===== src/rtl/apb_master_bridge.sv =====
// APB initiator bridging the core data-bus port to four APB slaves (SETUP/ACCESS, error on unmapped).
// Optional ACCESS-phase timeout is enabled by defining APB_TIMEOUT_EN.
module apb_master_bridge #(
   parameter int unsigned TIMEOUT_CYC = 255
) (
   input  logic        PCLK,
   input  logic        PRESET,
   input  logic        transfer,
   input  logic        write,
   input  logic [31:0] addr,
   input  logic [31:0] wdata,
   output logic [31:0] rdata,
   output logic        ready,
   output logic        err,
   output logic [31:0] PADDR,
   output logic        PWRITE,
   output logic [31:0] PWDATA,
   output logic        PENABLE,
   output logic        PSEL0,
   output logic        PSEL1,
   output logic        PSEL2,
   output logic        PSEL3,
   input  logic [31:0] PRDATA0,
   input  logic [31:0] PRDATA1,
   input  logic [31:0] PRDATA2,
   input  logic [31:0] PRDATA3,
   input  logic        PREADY0,
   input  logic        PREADY1,
   input  logic        PREADY2,
   input  logic        PREADY3,
   output logic [1:0]  fsm_state
);

   // Handshake: the core pulses transfer for one cycle while the bridge is idle; the bridge
   // answers with exactly one ready pulse (err/rdata qualified by ready). Requests seen while
   // busy are dropped; the slave side completes an ACCESS cycle when its PREADY is high.

   typedef enum logic [1:0] {
      S_IDLE   = 2'd0,
      S_SETUP  = 2'd1,
      S_ACCESS = 2'd2,
      S_ERR    = 2'd3
   } state_t;

   if (TIMEOUT_CYC < 1 || TIMEOUT_CYC > 65535) begin : g_bad_timeout
      $error("TIMEOUT_CYC out of range 1..65535");
   end

   state_t      state, state_nx;
   logic [1:0]  idx;
   logic        mapped;
   logic        accept;
   logic        sel_pready;
   logic [31:0] sel_prdata;
   logic [3:0]  psel;
   logic        timeout;

   assign mapped    = (addr[31:16] == 16'h1000) && (addr[15:14] == 2'b00);
   assign accept    = (state == S_IDLE) && transfer && mapped;
   assign fsm_state = state;

   always_comb begin
      sel_pready = PREADY0;
      sel_prdata = PRDATA0;
      case (idx)
         2'd0: begin sel_pready = PREADY0; sel_prdata = PRDATA0; end
         2'd1: begin sel_pready = PREADY1; sel_prdata = PRDATA1; end
         2'd2: begin sel_pready = PREADY2; sel_prdata = PRDATA2; end
         default: begin sel_pready = PREADY3; sel_prdata = PRDATA3; end
      endcase
   end

`ifdef APB_TIMEOUT_EN
   logic [15:0] wait_cnt;

   // Every entry into ACCESS comes from SETUP, so clearing there restarts the count per transfer.
   always_ff @(posedge PCLK) begin
      if (!PRESET) begin
         wait_cnt <= 16'd0;
      end else if (state == S_SETUP) begin
         wait_cnt <= 16'd0;
      end else if (state == S_ACCESS && !sel_pready) begin
         wait_cnt <= wait_cnt + 16'd1;
      end
   end

   assign timeout = (state == S_ACCESS) && !sel_pready && (wait_cnt == 16'(TIMEOUT_CYC));
`else
   assign timeout = 1'b0;
`endif

   always_ff @(posedge PCLK) begin
      if (!PRESET) begin
         state <= S_IDLE;
      end else begin
         state <= state_nx;
      end
   end

   always_ff @(posedge PCLK) begin
      if (!PRESET) begin
         idx    <= 2'd0;
         PADDR  <= 32'd0;
         PWRITE <= 1'b0;
         PWDATA <= 32'd0;
      end else if (accept) begin
         idx    <= addr[13:12];
         PADDR  <= addr;
         PWRITE <= write;
         PWDATA <= wdata;
      end
   end

   always_comb begin
      state_nx = state;
      ready    = 1'b0;
      err      = 1'b0;
      rdata    = 32'd0;
      PENABLE  = 1'b0;
      psel     = 4'b0000;
      case (state)
         S_IDLE: begin
            if (transfer) begin
               state_nx = mapped ? S_SETUP : S_ERR;
            end
         end
         S_SETUP: begin
            psel[idx] = 1'b1;
            state_nx  = S_ACCESS;
         end
         S_ACCESS: begin
            psel[idx] = 1'b1;
            PENABLE   = 1'b1;
            // PREADY wins over a timeout landing in the same cycle.
            if (sel_pready) begin
               ready    = 1'b1;
               rdata    = PWRITE ? 32'd0 : sel_prdata;
               state_nx = S_IDLE;
            end else if (timeout) begin
               ready    = 1'b1;
               err      = 1'b1;
               state_nx = S_IDLE;
            end
         end
         default: begin
            ready    = 1'b1;
            err      = 1'b1;
            state_nx = S_IDLE;
         end
      endcase
   end

   assign PSEL0 = psel[0];
   assign PSEL1 = psel[1];
   assign PSEL2 = psel[2];
   assign PSEL3 = psel[3];

endmodule

===== config.mk =====
export PLATFORM = sky130hd
export DESIGN_NAME = apb_master_bridge
export DESIGN_NICKNAME = d
export VERILOG_FILES = /design/src/rtl/apb_master_bridge.sv
export SDC_FILE = /design/constraint.sdc
export NUM_CORES = 1
export LEC_CHECK = 0
export BUFFER_PORTS_ARGS = -buffer_cell sky130_fd_sc_hd__buf_2
export CAP_MARGIN = 20
export CELL_PAD_IN_SITES_DETAIL_PLACEMENT = 1
export CELL_PAD_IN_SITES_GLOBAL_PLACEMENT = 1
export CORE_AREA = 2 2 120 122
export CTS_CLUSTER_DIAMETER = 150
export CTS_CLUSTER_SIZE = 28
export DETAILED_ROUTE_END_ITERATION = 10
export DIE_AREA = 0 0 122 124
export PLACE_DENSITY = 0.88
export SLEW_MARGIN = 30
export SYNTH_ARGS = -nofsm -noshare
export SYNTH_HDL_FRONTEND = slang
export SYNTH_SLANG_ARGS = --single-unit

===== constraint.sdc =====
create_clock -name PCLK -period 3.55 [get_ports PCLK]
set_input_delay 0.71 -clock PCLK [delete_from_list [all_inputs] [get_ports PCLK]]
set_output_delay 0.71 -clock PCLK [all_outputs]
set_load 0.02 [all_outputs]

==> flow_metrics.env <==
export IMPL_status="finished, final reports clean"
export IMPL_fin_area_um2=5610
export IMPL_dieHeight_um=124
export IMPL_cap_violations=0
export IMPL_path_clk_slew_ns=0.06
export IMPL_cts_sinks=67
export IMPL_dp_cells=815
export IMPL_grt_max_degree=73
export IMPL_hold_violations=0
export IMPL_netlist_area_um2=3600
export IMPL_wire_per_inst_um=17.8
export IMPL_cts_hold_fix_buffers=0
export IMPL_design_core_area_um2=13700
export IMPL_cts_tree="yes"
export IMPL_layout_nets=850
export IMPL_seq_area_um2=1340
export IMPL_placementRows=43
export IMPL_synth_cell_type_count=27
export IMPL_rsz0062_at_grt="no"
export IMPL_critPathMaxFanout=28
export IMPL_hp_class="register to register"
export IMPL_final_min_clock_period_ns=3.06
export IMPL_track_usage_pct=18.0
export IMPL_multi_input_area_um2=2110
export IMPL_drive_gt1_share_pct=55.8
export IMPL_finalClockSkew_ns=0.00419
export IMPL_critPathCaptureType="output pin"
export IMPL_min_period_over_period_pct=86.2
export IMPL_synth_ff_latch_count=67
export IMPL_grtUsageMet1_pct=18.7
export IMPL_area_growth_pct=55.7
export IMPL_grt_ovfl_total=0
export IMPL_p_comb_share_pct=19.0
export IMPL_antenna_found_initial=1
export IMPL_dieArea_um2=15100
export IMPL_setup_viol=0
export IMPL_htree_levels=3
export IMPL_synth_fp_nets=559
export IMPL_critical_path_class="register to output pin"
export IMPL_cts_root_buf="clkbuf_16"
export IMPL_grtUsageMet3_pct=6.14
export IMPL_fin_util_pct=40.9
export IMPL_finalSetupTns_ns=0
export IMPL_ant_nets=0
export IMPL_grt_util_met2_pct=31.9
export IMPL_clock_latency_ns=0.33
export IMPL_nFillCells=1705
export IMPL_drc=0
export IMPL_power_density_nw_per_um2=378
export IMPL_ir_drop_v=0.000294
export IMPL_pwr_share_seq_pct=36.1
export IMPL_cts_repair_resized=0
export IMPL_arrival_ns=2.35
export IMPL_gp_congestion=0.798
export IMPL_swShare_pct=26.6
export IMPL_cts_made_buffers=9
export IMPL_leakage_nw=2.76
export IMPL_io_pins=306
export IMPL_vias_per_cell=4.62
export IMPL_seq_area_frac_synth_pct=37.2
export IMPL_dpl_hpwl_um=12000
export IMPL_place_ws_ns=0.717
export IMPL_busiest_layer="met2"
export IMPL_finalNonFillerCells=832
export IMPL_avgSynthCellArea_um2=10.2
export IMPL_critical_path_required_ns=2.84
export IMPL_p_int_mw=1.56
export IMPL_totalWireLength_um=14800
export IMPL_grt_first_pass_wirelength_um=20500
export IMPL_postCtsSetupBuffers=0
export IMPL_drtIter0Drc=128
export IMPL_critPathLaunchType="register"
export IMPL_switchingPower_mw=0.565
export IMPL_dpl_instance_area_um2=5290
export IMPL_timing_final_ws_setup_ns=0.491
export IMPL_yosys_area_top_type_share_pct=37.2
export IMPL_yosysWarnings=0
export IMPL_syn_inst=355
export IMPL_tightest_slew_ns=0.752
export IMPL_port_buffers=305
export IMPL_die_x_um=122
export IMPL_clock_path_buffers=2
export IMPL_drt_pass1_iterations=4
export IMPL_relSlewSlack_pct=49.9
export IMPL_num_vias=3843
export IMPL_synth_top_area_cell="dfxtp_1"
export IMPL_clockPowerShare_pct=44.9
export IMPL_fmax_mhz=327
export IMPL_synth_area_leaders="dfxtp_1 (37%), mux4_2 (21%), mux2i_1 (13%)"
export IMPL_drv_slew=0
export IMPL_first_global_vias=3909
export IMPL_start_util_pct=26.3
## flip-flops by register name, indices dropped and copies added (netlist names)
name,flops
PWDATA,32
fsm_state,2
PWRITE,1
PADDR,32
## cell usage in the layout (no fill, tap or decap), types with 2 or more instances in the layout
| master | count |
|---|---|
| buf_2 | 305 |
| nand2_1 | 98 |
| dfxtp_1 | 65 |
| mux2i_1 | 47 |
| mux4_2 | 33 |
| nor2b_1 | 33 |
| and3_1 | 18 |
| clkbuf_16 | 9 |
| ha_1 | 4 |
| nor2_1 | 3 |
| o21a_1 | 3 |
| nor4_1 | 3 |
| clkinv_2 | 3 |
| buf_12 | 3 |
| buf_4 | 3 |
| dfxtp_2 | 2 |
| inv_1 | 2 |
| nand2b_1 | 2 |
| nor3b_1 | 2 |
| bufinv_16 | 2 |
## cells in the mapped netlist
cell / number
a21oi_1: 1
buf_4: 2
nor2_1: 3
nor4b_1: 1
mux4_2: 33
nand2_1: 98
buf_2: 7
nor2b_1: 33
nand2b_1: 2
ha_1: 4
and3b_1: 1
mux2i_1: 47
nor3b_1: 2
nand3_1: 1
and3_1: 18
o21a_1: 3
clkbuf_1: 16
nand3b_1: 1
o311a_1: 1
or3_1: 1
buf_1: 3
buf_6: 3
nor3_2: 1
nor4_1: 3
a21o_1: 1
dfxtp_1: 67
inv_1: 2
## per-stage QoR
stage / hold slack [ns] / power, mW
2_1_floorplan: 0.533 / 0.986
3_5_place_dp: 0.446 / 1.19
6_report: 0.453 / 2.12
4_1_cts: 0.456 / 2.15
3_3_place_gp: 0.439 / 1.17
5_1_grt: 0.479 / 2.22
## per-layer routing
metal	wire length, um	up-vias	part of all wire [%]
met5	0	-	0
met4	606	0	4.1
met3	1410	41	9.5
met2	7560	181	51
met1	5230	1806	35
li1	-	1815	-
## worst paths after layout
check | from | to | slack, ns | cells past startpoint
setup / recovery | PADDR[12] | rdata[2] | 0.49 | 5
hold / removal | PWDATA[16] | PWDATA[16] | 0.45 | 2
setup reg to reg | PADDR[12] | fsm_state[0] | 1.70 | 4
hold reg to reg | PWDATA[16] | PWDATA[16] | 0.45 | 2
## worst max-delay path, cell delays in order, from the launching register on
cell,delay [ns]
dfxtp_2,0.61
mux4_2,0.59
nand3b_1,0.19
buf_4,0.31
nor2b_1,0.13
buf_2,0.18
## cell type report
type	instances	area share, %
Antenna cell	1	0.0446
Inverter	2	0.134
Clock inverter	7	1.63
Timing Repair Buffer	311	28.7
Clock buffer	9	4.01
Multi-Input combinational cell	255	37.5
Tap cell	180	4.01
Sequential cell	67	24.0
## logic make-up (layout without fill, tap and decap cells)
group	count (synthesis)	count (layout)	synth area share (%)
multiplexers	80	80	33.7
AO/OA/AOI/OAI	6	6	1.25
buffers and inverters	33	329	4.51
AND/OR/NAND/NOR	165	165	21.9
adder cells (fa/ha/maj)	4	4	1.39
other	0	1	0
flip-flops	67	67	37.2
## power by group through the flow
stage	Combinational, mW	Clock (mW)	Sequential [mW]
detailed placement	0.403	0	0.783
finish	0.402	0.954	0.766
floorplan	0.200	0	0.786
global route	0.436	1.01	0.767
global placement	0.391	0	0.783
CTS	0.405	0.979	0.766
Note: power is estimated with default switching activity, not from simulation.
